===== config.mk =====
export PLATFORM = sky130hd
export DESIGN_NAME = sc_phase_sequencer
export DESIGN_NICKNAME = d
export VERILOG_FILES = /design/src/rtl/sc_phase_pkg.sv /design/src/rtl/sc_cfg_shadow.sv /design/src/rtl/sc_phase_sequencer.sv
export SDC_FILE = /design/constraint.sdc
export NUM_CORES = 1
export LEC_CHECK = 0
export CAP_MARGIN = 20
export CORE_MARGIN = 2
export CORE_UTILIZATION = 50
export CTS_BUF_LIST = sky130_fd_sc_hd__clkbuf_8
export DETAILED_ROUTE_END_ITERATION = 10
export PLACE_DENSITY = 0.71
export SYNTH_ARGS = -nofsm -noshare
export SYNTH_HDL_FRONTEND = slang
export SYNTH_SLANG_ARGS = --single-unit

===== constraint.sdc =====
create_clock -name clk -period 7.26 [get_ports clk]
set_clock_uncertainty 0.1 [all_clocks]
set_input_delay 2.178 -clock clk [delete_from_list [all_inputs] [get_ports clk]]
set_output_delay 2.178 -clock clk [all_outputs]
set_load 0.05 [all_outputs]

===== src/rtl/sc_phase_pkg.sv =====
// Shared types and constants for the switched-capacitor phase sequencer.
package sc_phase_pkg;

   localparam int unsigned PKG_NCH   = 2;
   localparam int unsigned PKG_CNT_W = 8;
   localparam int unsigned PKG_CAP_W = 4;

   typedef enum logic [2:0] {
      IDLE,
      P1,
      D12,
      P2,
      D21
   } sc_state_e;

   localparam logic [PKG_CNT_W-1:0] DEF_P1   = PKG_CNT_W'(4);
   localparam logic [PKG_CNT_W-1:0] DEF_P2   = PKG_CNT_W'(4);
   localparam logic [PKG_CNT_W-1:0] DEF_DEAD = PKG_CNT_W'(1);

   typedef struct packed {
      logic [PKG_CNT_W-1:0] p1;
      logic [PKG_CNT_W-1:0] p2;
      logic [PKG_CNT_W-1:0] dead;
   } sc_timing_t;

   typedef struct packed {
      sc_timing_t                     tim;
      logic [PKG_NCH*PKG_CAP_W-1:0]   capsel;
   } sc_cfg_t;

   localparam sc_cfg_t DEF_CFG = '{
      tim:    '{p1: DEF_P1, p2: DEF_P2, dead: DEF_DEAD},
      capsel: '0
   };

   // A zero length still occupies one cycle so the non-overlap gap never vanishes.
   function automatic logic [PKG_CNT_W-1:0] eff_len(input logic [PKG_CNT_W-1:0] len);
      return (len == '0) ? PKG_CNT_W'(1) : len;
   endfunction

endpackage


===== src/rtl/sc_cfg_shadow.sv =====
// Pending/active config register pair; pending is promoted to active only on apply_i.
module sc_cfg_shadow
   import sc_phase_pkg::*;
(
   input  logic                           clk,
   input  logic                           rst_n,
   input  logic                           cfg_valid_i,
   input  sc_cfg_t                        cfg_i,
   input  logic                           apply_i,
   output logic                           cfg_ready_o,
   output logic [PKG_NCH*PKG_CAP_W-1:0]   capsel_o,
   output sc_timing_t                     tim_nxt_c
);

   sc_cfg_t pend_q, pend_d;
   sc_cfg_t act_q, act_d;
   logic    pend_vld_q, pend_vld_d;
   logic    ready_q;

   // Apply only consumes a config captured in an earlier cycle; accept only fills an empty slot.
   always_comb begin
      pend_d     = pend_q;
      pend_vld_d = pend_vld_q;
      act_d      = act_q;
      if (apply_i && pend_vld_q) begin
         act_d      = pend_q;
         pend_vld_d = 1'b0;
      end
      if (cfg_valid_i && !pend_vld_q) begin
         pend_d     = cfg_i;
         pend_vld_d = 1'b1;
      end
   end

   always_ff @(posedge clk) begin
      if (!rst_n) begin
         pend_q     <= '0;
         pend_vld_q <= 1'b0;
         act_q      <= DEF_CFG;
         ready_q    <= 1'b1;
      end else begin
         pend_q     <= pend_d;
         pend_vld_q <= pend_vld_d;
         act_q      <= act_d;
         ready_q    <= ~pend_vld_d;
      end
   end

   assign cfg_ready_o = ready_q;
   assign capsel_o    = act_q.capsel;
   // Look-ahead timing so a phase entered on an apply edge loads the new length.
   assign tim_nxt_c   = act_d.tim;

endmodule


===== src/rtl/sc_phase_sequencer.sv =====
// Non-overlapping phi1/phi2 sequencer for time-interleaved SC filter channels.
// Every phase output is a flop decoded from the next state, so outputs align with state_q.
module sc_phase_sequencer
   import sc_phase_pkg::*;
#(
   parameter int unsigned  NCH   = PKG_NCH,
   parameter int unsigned  CNT_W = PKG_CNT_W,
   parameter int unsigned  CAP_W = PKG_CAP_W,
   localparam int unsigned CH_W  = (NCH > 1) ? $clog2(NCH) : 1
)(
   input  logic                   clk,
   input  logic                   rst_n,
   input  logic                   en,
   input  logic                   cfg_valid,
   output logic                   cfg_ready,
   input  logic [CNT_W-1:0]       cfg_p1_len,
   input  logic [CNT_W-1:0]       cfg_p2_len,
   input  logic [CNT_W-1:0]       cfg_dead,
   input  logic [NCH*CAP_W-1:0]   cfg_capsel,
   output logic [NCH-1:0]         phi1,
   output logic [NCH-1:0]         phi2,
   output logic [NCH-1:0]         phi1e,
   output logic [NCH*CAP_W-1:0]   capsel,
   output logic                   smp_strobe,
   output logic [CH_W-1:0]        smp_ch,
   output logic                   busy
);

   sc_cfg_t                       cfg_in_c;
   sc_timing_t                    tim_nxt_c;
   logic [PKG_NCH*PKG_CAP_W-1:0]  capsel_act;
   logic                          boundary_c;
   logic                          last_c;
   logic [CNT_W-1:0]              p1_len_c, p2_len_c, dead_len_c;

   sc_state_e         state_q, state_d;
   logic [CNT_W-1:0]  cnt_q, cnt_d;
   logic [CH_W-1:0]   ch_q, ch_d;
   logic [CH_W-1:0]   smp_ch_q, smp_ch_d;
   logic [NCH-1:0]    phi1_q, phi1_d;
   logic [NCH-1:0]    phi2_q, phi2_d;
   logic [NCH-1:0]    phi1e_q, phi1e_d;
   logic              smp_q, smp_d;
   logic              busy_q, busy_d;

   assign cfg_in_c = '{
      tim:    '{p1:   PKG_CNT_W'(cfg_p1_len),
                p2:   PKG_CNT_W'(cfg_p2_len),
                dead: PKG_CNT_W'(cfg_dead)},
      capsel: (PKG_NCH*PKG_CAP_W)'(cfg_capsel)
   };

   assign last_c     = (cnt_q <= CNT_W'(1));
   assign boundary_c = ((state_q == IDLE) && en) || ((state_q == D21) && last_c);

   sc_cfg_shadow u_shadow (
      .clk         (clk),
      .rst_n       (rst_n),
      .cfg_valid_i (cfg_valid),
      .cfg_i       (cfg_in_c),
      .apply_i     (boundary_c),
      .cfg_ready_o (cfg_ready),
      .capsel_o    (capsel_act),
      .tim_nxt_c   (tim_nxt_c)
   );

   assign p1_len_c   = CNT_W'(eff_len(tim_nxt_c.p1));
   assign p2_len_c   = CNT_W'(eff_len(tim_nxt_c.p2));
   assign dead_len_c = CNT_W'(eff_len(tim_nxt_c.dead));

   // State/counter advance, then phase decode from the next state.
   always_comb begin
      state_d  = state_q;
      cnt_d    = cnt_q;
      ch_d     = ch_q;
      phi1_d   = '0;
      phi2_d   = '0;
      phi1e_d  = '0;
      unique case (state_q)
         IDLE: begin
            if (en) begin
               state_d = P1;
               cnt_d   = p1_len_c;
            end
         end
         P1: begin
            if (last_c) begin
               state_d = D12;
               cnt_d   = dead_len_c;
            end else begin
               cnt_d = cnt_q - CNT_W'(1);
            end
         end
         D12: begin
            if (last_c) begin
               state_d = P2;
               cnt_d   = p2_len_c;
            end else begin
               cnt_d = cnt_q - CNT_W'(1);
            end
         end
         P2: begin
            if (last_c) begin
               state_d = D21;
               cnt_d   = dead_len_c;
            end else begin
               cnt_d = cnt_q - CNT_W'(1);
            end
         end
         D21: begin
            if (last_c) begin
               ch_d    = (ch_q == CH_W'(NCH - 1)) ? '0 : ch_q + CH_W'(1);
               state_d = en ? P1 : IDLE;
               cnt_d   = p1_len_c;
            end else begin
               cnt_d = cnt_q - CNT_W'(1);
            end
         end
         default: begin
            state_d = IDLE;
         end
      endcase

      if (state_d == P1) begin
         phi1_d = NCH'(1) << ch_d;
         if (cnt_d != CNT_W'(1)) begin
            phi1e_d = NCH'(1) << ch_d;
         end
      end
      if (state_d == P2) begin
         phi2_d = NCH'(1) << ch_d;
      end
      smp_d    = (state_q == P2) && (state_d == D21);
      smp_ch_d = smp_d ? ch_q : smp_ch_q;
      busy_d   = (state_d != IDLE);
   end

   always_ff @(posedge clk) begin
      if (!rst_n) begin
         state_q  <= IDLE;
         cnt_q    <= CNT_W'(1);
         ch_q     <= '0;
         smp_ch_q <= '0;
         phi1_q   <= '0;
         phi2_q   <= '0;
         phi1e_q  <= '0;
         smp_q    <= 1'b0;
         busy_q   <= 1'b0;
      end else begin
         state_q  <= state_d;
         cnt_q    <= cnt_d;
         ch_q     <= ch_d;
         smp_ch_q <= smp_ch_d;
         phi1_q   <= phi1_d;
         phi2_q   <= phi2_d;
         phi1e_q  <= phi1e_d;
         smp_q    <= smp_d;
         busy_q   <= busy_d;
      end
   end

   assign phi1       = phi1_q;
   assign phi2       = phi2_q;
   assign phi1e      = phi1e_q;
   assign smp_strobe = smp_q;
   assign smp_ch     = smp_ch_q;
   assign busy       = busy_q;
   assign capsel     = (NCH*CAP_W)'(capsel_act);

endmodule

==> results.yml, run 1 <==
run_status:
  status: "complete, no violations"
cts:
  cts_inserted_buffers: 9
  post_cts_buffers: 0
  clkLatencyLatePin_ps: 340
  cts_buffer_depth: 2
  cts.clk_slew.worst_paths_ps: 90
  cts_max_level: 3
  clock_sinks: 87
  hold_buffers: 0
  cts_resized: 0
  cts_root_buf: "clkbuf_8"
  cts_tree: "done"
synth:
  syn_area_mm2: 0.00387
  synthTopCellsByArea: "dfxtp_1 (45%), nand2_1 (14%), a21oi_1 (9.3%), clkbuf_1 (2.1%), nor2_1 (2.1%)"
  avgSynthCellArea_um2: 7.77
  synth_top_family_by_area: "simple AND/OR/NAND/NOR gates"
  yosys_warnings: 0
  synthSimpleGateAreaFrac_pct: 26.2
  yosys.area_share.adder_pct: 0.647
  yosys.area.top_type: "dfxtp_1"
  yosys_register_bits: 87
  synth_edf_count: 0
  synthCells: 498
  synth_compound_area_share_pct: 18.8
  synth.area.mux_share_pct: 2.26
  ys.flop_type: "dfxtp_1"
  synth_seq_area_share_pct: 45.0
  synth_top_area_share_pct: 45.0
  synth_xor_area_share_pct: 1.13
  syn-num-nets: 536
  ys_types: 56
  async_reset_ff_share_pct: 0
worst_setup_path:
  crit_buf_inv: 1
  critPathMaxFanout: 31
  worst-path-stages: 7
  worstRegToRegCells: 7
  cp_cell_sequence: "clkdlybuf4s50_1, nor2b_1, a41oi_1, nor2_1, nand2_1, nand2_1, nand3_1"
  path_common_cell: "nand2_1"
  start_kind: "primary input"
  cp-end-kind: "flop"
  crit_family: "simple AND/OR/NAND/NOR gates"
  crit_arrival_ps: 4590
  crit_type: "in -> reg"
  max_stage_delay_ps: 680
  crit_required_ps: 7370
  cpMaxStageDelayCell: "nand2_1"
drt:
  firstDrtPassIters: 5
  via_per_inst: 5.48
  drt_wl_total_um: 9210
  drt_iter0_markers: 238
  ant_nets: 0
  wl_per_cell_um: 14.5
  via_count: 3480
  remaining_drc_errors: 0
job:
  drv_cap: 0
global_routing:
  grt_max_degree: 70
  overflow: 0
  grt_pass1_vias: 3224
  grt_pass1_wl_um: 15700
  grtUsageTotal_pct: 22.7
  antenna_found_initial: 0
sta:
  drv_slew: 0
  clock.fmax_mhz: 223
  rsz0062_at_grt: "false"
  finalHoldViolCount: 0
  setup_violations: 0
  slew_headroom_pct: 33.6
  tightest_slew_ps: 994
  period_needed_ps: 4490
  fin_crit_sh_pct: 61.8
  finalSetupTns_ps: 0
cells_and_area:
  mostFrequentLayoutCells: "nand2_1 (144), dfxtp_1 (87), a21oi_1 (72), clkdlybuf4s50_1 (53), nor2_1 (21)"
  multi_input_area_mm2: 0.00190
  regArea_mm2: 0.00174
  drive_gt1_share_pct: 7.50
  final_common_cell: "nand2_1"
  diodes: 0
  fill_cells: 724
  final_cells: 635
  area_growth_pct: 18.2
  nets: 566
floorplanning:
  ios: 54
  start_util_pct: 50.8
  die_w_um: 92.0
  row_count: 32
  die_h_um: 92.0
  die_area_mm2: 0.00845
  core_area_mm2: 0.00761
worst_hold_path:
  whs_path_depth: 2
  hold_path_class: "reg -> reg"
placement:
  dpl.cell_count: 617
  gp_congestion: 0.989
  dp_hpwl_um: 6430
  portBuffers: 53
power_and_ir_drop:
  total_leakage_power_nw: 1.61
  power_density_mw_per_mm2: 312
  ir_drop_uv: 131
-- worst reg2reg max path, stage by stage (launching register included) --
cell	delay, ps
dfxtp_1	380
or4_4	590
nor3_2	680
nor3_1	150
a2111oi_1	360
a31oi_1	170
nor4_2	440
a31oi_1	150
-- cells in the mapped netlist (4+ instances only) --
cell type  count
xnor2_1        5
buf_1          4
inv_1          8
or2_1          4
o21ai_0       13
and2_1         4
nor3_1        14
a211oi_1       4
a21oi_1       72
mux2_2         6
nor3b_1        4
buf_4          9
a31oi_1        5
nand3_1       12
nand2_1      144
clkbuf_1      22
nor4_1         5
nor2_1        22
dfxtp_1       87
-- kinds of logic (layout without fill, tap and decap cells) --
| group | count (synthesis) | count (layout) |
|---|---|---|
| compound gates | 122 | 122 |
| xor+xnor | 5 | 5 |
| fa+ha+maj | 2 | 2 |
| buf+inv | 47 | 82 |
| flops | 87 | 87 |
| mux | 8 | 8 |
| simple gates | 227 | 227 |
-- power by group --
group          internal, mW  switching [mW]
logic                 0.195           0.337
registers             0.525          0.0597
clock network         0.128           0.181
-- per-stage QoR --
| stage | area [um^2] | total power [mW] | worst slack [ps] | utilization (%) | hold slack (ps) |
|---|---|---|---|---|---|
| final | 4570 | 1.43 | 2770 | 60.1 | 361 |
| after global routing | 4570 | 1.52 | 2540 | 60.1 | 366 |
| after CTS | 4530 | 1.43 | 2800 | 59.6 | 360 |
| after detailed placement | 4350 | 1.12 | 2440 | 57.2 | 345 |
| after global placement | 4350 | 1.11 | 2490 | 57.2 | 338 |
| after floorplan | 3870 | 0.999 | 3400 | - | 332 |
-- layout make-up --
| type | instances | area share, % |
|---|---|---|
| clock buffers | 9 | 2.71 |
| inverters | 9 | 0.739 |
| flip-flops and latches | 87 | 38.1 |
| repair buffers | 57 | 12.9 |
| multi-input cells | 364 | 41.6 |
| well taps | 102 | 2.79 |
| clock inverters | 7 | 1.23 |
-- metal layers --
layer	vias up	track usage, %	part of all wire (%)
met2	87	33.5	46
li1	1760	-	-
met5	-	0	0
met4	0	9.08	2.1
met3	14	5.09	4.9
met1	1619	32.3	47
-- path summary, 6_finish.rpt --
path	slack (ps)	end	start
max	2770	u_shadow.act_q[8]	en
min	360	u_shadow.pend_q[21]	u_shadow.pend_q[21]
max reg2reg	4100	phi1e[1]	cnt_q[4]
min reg2reg	360	u_shadow.pend_q[21]	u_shadow.pend_q[21]
-- flip-flops by register name (all words and copies together), names as in the netlist --
signal and count:
busy 1, ch_q 1, smp_strobe 1, u_shadow.cfg_ready_o 1
u_shadow.pend_q 32, u_shadow.pend_vld_q 1, u_shadow.act_q 24, u_shadow.capsel_o 8
smp_ch 1, cnt_q 8, phi1e 2, phi1 2
phi2 2, state_q 3
Power figures use the tool's default switching activity.
==> run 2: changes to the inputs <==
Clock period 7.26 ns to 4.68 ns, I/O delays scaled along.
==> results.yml, run 2 (synthesized netlist as in run 1, its figures left out) <==
worst_setup_path:
  worst-path-stages: 8
  regToRegStartpoint: "cnt_q[4]"
  crit_arrival_ps: 3740
  crit_required_ps: 4810
  setup.worst_path.end: "phi1e[1]"
  crit_buf_inv: 1
  max_stage_delay_ps: 550
  crit_start: "en"
  r2r-end: "phi1e[1]"
  cp-end-kind: "flop"
  crit_type: "in -> reg"
  critPathMaxFanout: 7
  cp_cell_sequence: "clkdlybuf4s50_1, nor2b_1, a41oi_1, nor3_1, a211o_1, a221o_1, a2111oi_2, a31oi_1"
  cpMaxStageDelayCell: "clkdlybuf4s50_1"
  start_kind: "primary input"
  worst-r2r-setup-slack_ps: 1560
  crit_family: "compound AO/OA/AOI/OAI gates"
  worstRegToRegCells: 7
cells_and_area:
  top_regs: "u_shadow.pend_q: 32 flops, u_shadow.act_q: 24 flops"
  final_cells: 637
  nets: 568
  area_growth_pct: 20.3
  largest-register: "u_shadow.pend_q"
  mostFrequentLayoutCells: "nand2_1 (144), dfxtp_1 (87), a21oi_1 (72), clkdlybuf4s50_1 (53), nor2_1 (21)"
  regArea_mm2: 0.00174
  multi_input_area_mm2: 0.00190
  diodes: 0
  final_common_cell: "nand2_1"
  largest_reg_flops: 32
  fill_cells: 729
  drive_gt1_share_pct: 7.85
global_routing:
  antenna_found_initial: 0
  grtUsageTotal_pct: 23.5
  grt_max_degree: 65
  grt_pass1_wl_um: 15900
  grt_pass1_vias: 3288
  overflow: 0
sta:
  fin_crit_sh_pct: 77.1
  finalSetupTns_ps: 0
  period_needed_ps: 3610
  tightest_slew_ps: 794
  clock.fmax_mhz: 277
  rsz0062_at_grt: "false"
  drv_slew: 0
  setup_violations: 0
  finalHoldViolCount: 0
  slew_headroom_pct: 46.8
power_and_ir_drop:
  ir_drop_uv: 294
  p_clk_share_pct: 26.8
  p_switching_uw: 890
  switching_share_pct: 37.4
  p_comb_share_pct: 34.8
  total_leakage_power_nw: 1.65
  intPower_mw: 1.49
  finalPower_mw: 2.38
  seq_power_share_pct: 38.3
  power_density_mw_per_mm2: 511
drt:
  wl_per_cell_um: 14.9
  via_per_inst: 5.51
  firstDrtPassIters: 6
  ant_nets: 0
  via_count: 3511
  drt_iter0_markers: 205
  remaining_drc_errors: 0
  drt_wl_total_um: 9500
cts:
  cts_buffer_depth: 2
  clock_sinks: 87
  post_cts_buffers: 0
  cts.clk_slew.worst_paths_ps: 90
  cts_tree: "done"
  cts_resized: 0
  cts_inserted_buffers: 9
  cts_root_buf: "clkbuf_8"
  clkLatencyLatePin_ps: 350
  hold_buffers: 0
  cts_max_level: 3
floorplanning:
  core_area_mm2: 0.00761
  ios: 54
  die_area_mm2: 0.00845
  die_w_um: 92.0
  start_util_pct: 50.8
  row_count: 32
  die_h_um: 92.0
placement:
  dp_hpwl_um: 6630
  gp_congestion: 0.981
  dpl.cell_count: 620
  portBuffers: 53
run_status:
  status: "complete, no violations"
job:
  drv_cap: 0
worst_hold_path:
  hold_path_class: "reg -> reg"
[run 2: layer usage]
metal / GRT usage, % / wire (um) / vias to the layer above
met5: 0 / 0 / -
met4: 8.46 / 201 / 0
met3: 5.92 / 614 / 18
met2: 36.6 / 4290 / 127
met1: 31.9 / 4390 / 1598
li1: - / - / 1768
[run 2: worst min path at each step]
stage                              startpoint                    to  slack, ps  cells past startpoint
after floorplan           u_shadow.pend_q[16]    u_shadow.act_q[16]        330                      2
after global placement     u_shadow.pend_q[5]  u_shadow.capsel_o[5]        340                      2
after detailed placement  u_shadow.pend_q[23]    u_shadow.act_q[23]        350                      2
after CTS                 u_shadow.pend_q[21]   u_shadow.pend_q[21]        360                      2
after global routing       u_shadow.act_q[24]    u_shadow.act_q[24]        370                      2
final                     u_shadow.pend_q[23]    u_shadow.act_q[23]        360                      2
[run 2: power groups by stage]
stage          Clock (mW)  Combinational, mW  Sequential (mW)
2_1_floorplan           0              0.625            0.925
3_3_place_gp            0              0.813            0.925
3_5_place_dp            0              0.816            0.927
4_1_cts             0.650              0.819            0.910
5_1_grt             0.681              0.908            0.923
6_report            0.639              0.829            0.911
[run 2: per-stage QoR]
step / area (um^2) / hold slack [ps] / setup WS [ps] / utilization [%]
after floorplan: 3870 / 332 / 1590 / -
after global routing: 4650 / 374 / 927 / 61.2
after detailed placement: 4390 / 346 / 755 / 57.6
after global placement: 4390 / 339 / 776 / 57.6
final: 4650 / 358 / 1070 / 61.2
after CTS: 4640 / 359 / 1120 / 61.0
[run 2: worst min-delay path: stages, from the launching register on]
cell and delay (ps):
dfxtp_1 320, nand2_1 50, a21oi_1 50
[run 2: layout make-up]
class                           instances  area share, %
Tap cell                              102           2.74
Clock inverter                          6           2.47
Clock buffer                           10           2.96
Sequential cell                        87           37.4
Multi-Input combinational cell        364           40.9
Timing Repair Buffer                   59           12.8
Inverter                                9          0.726
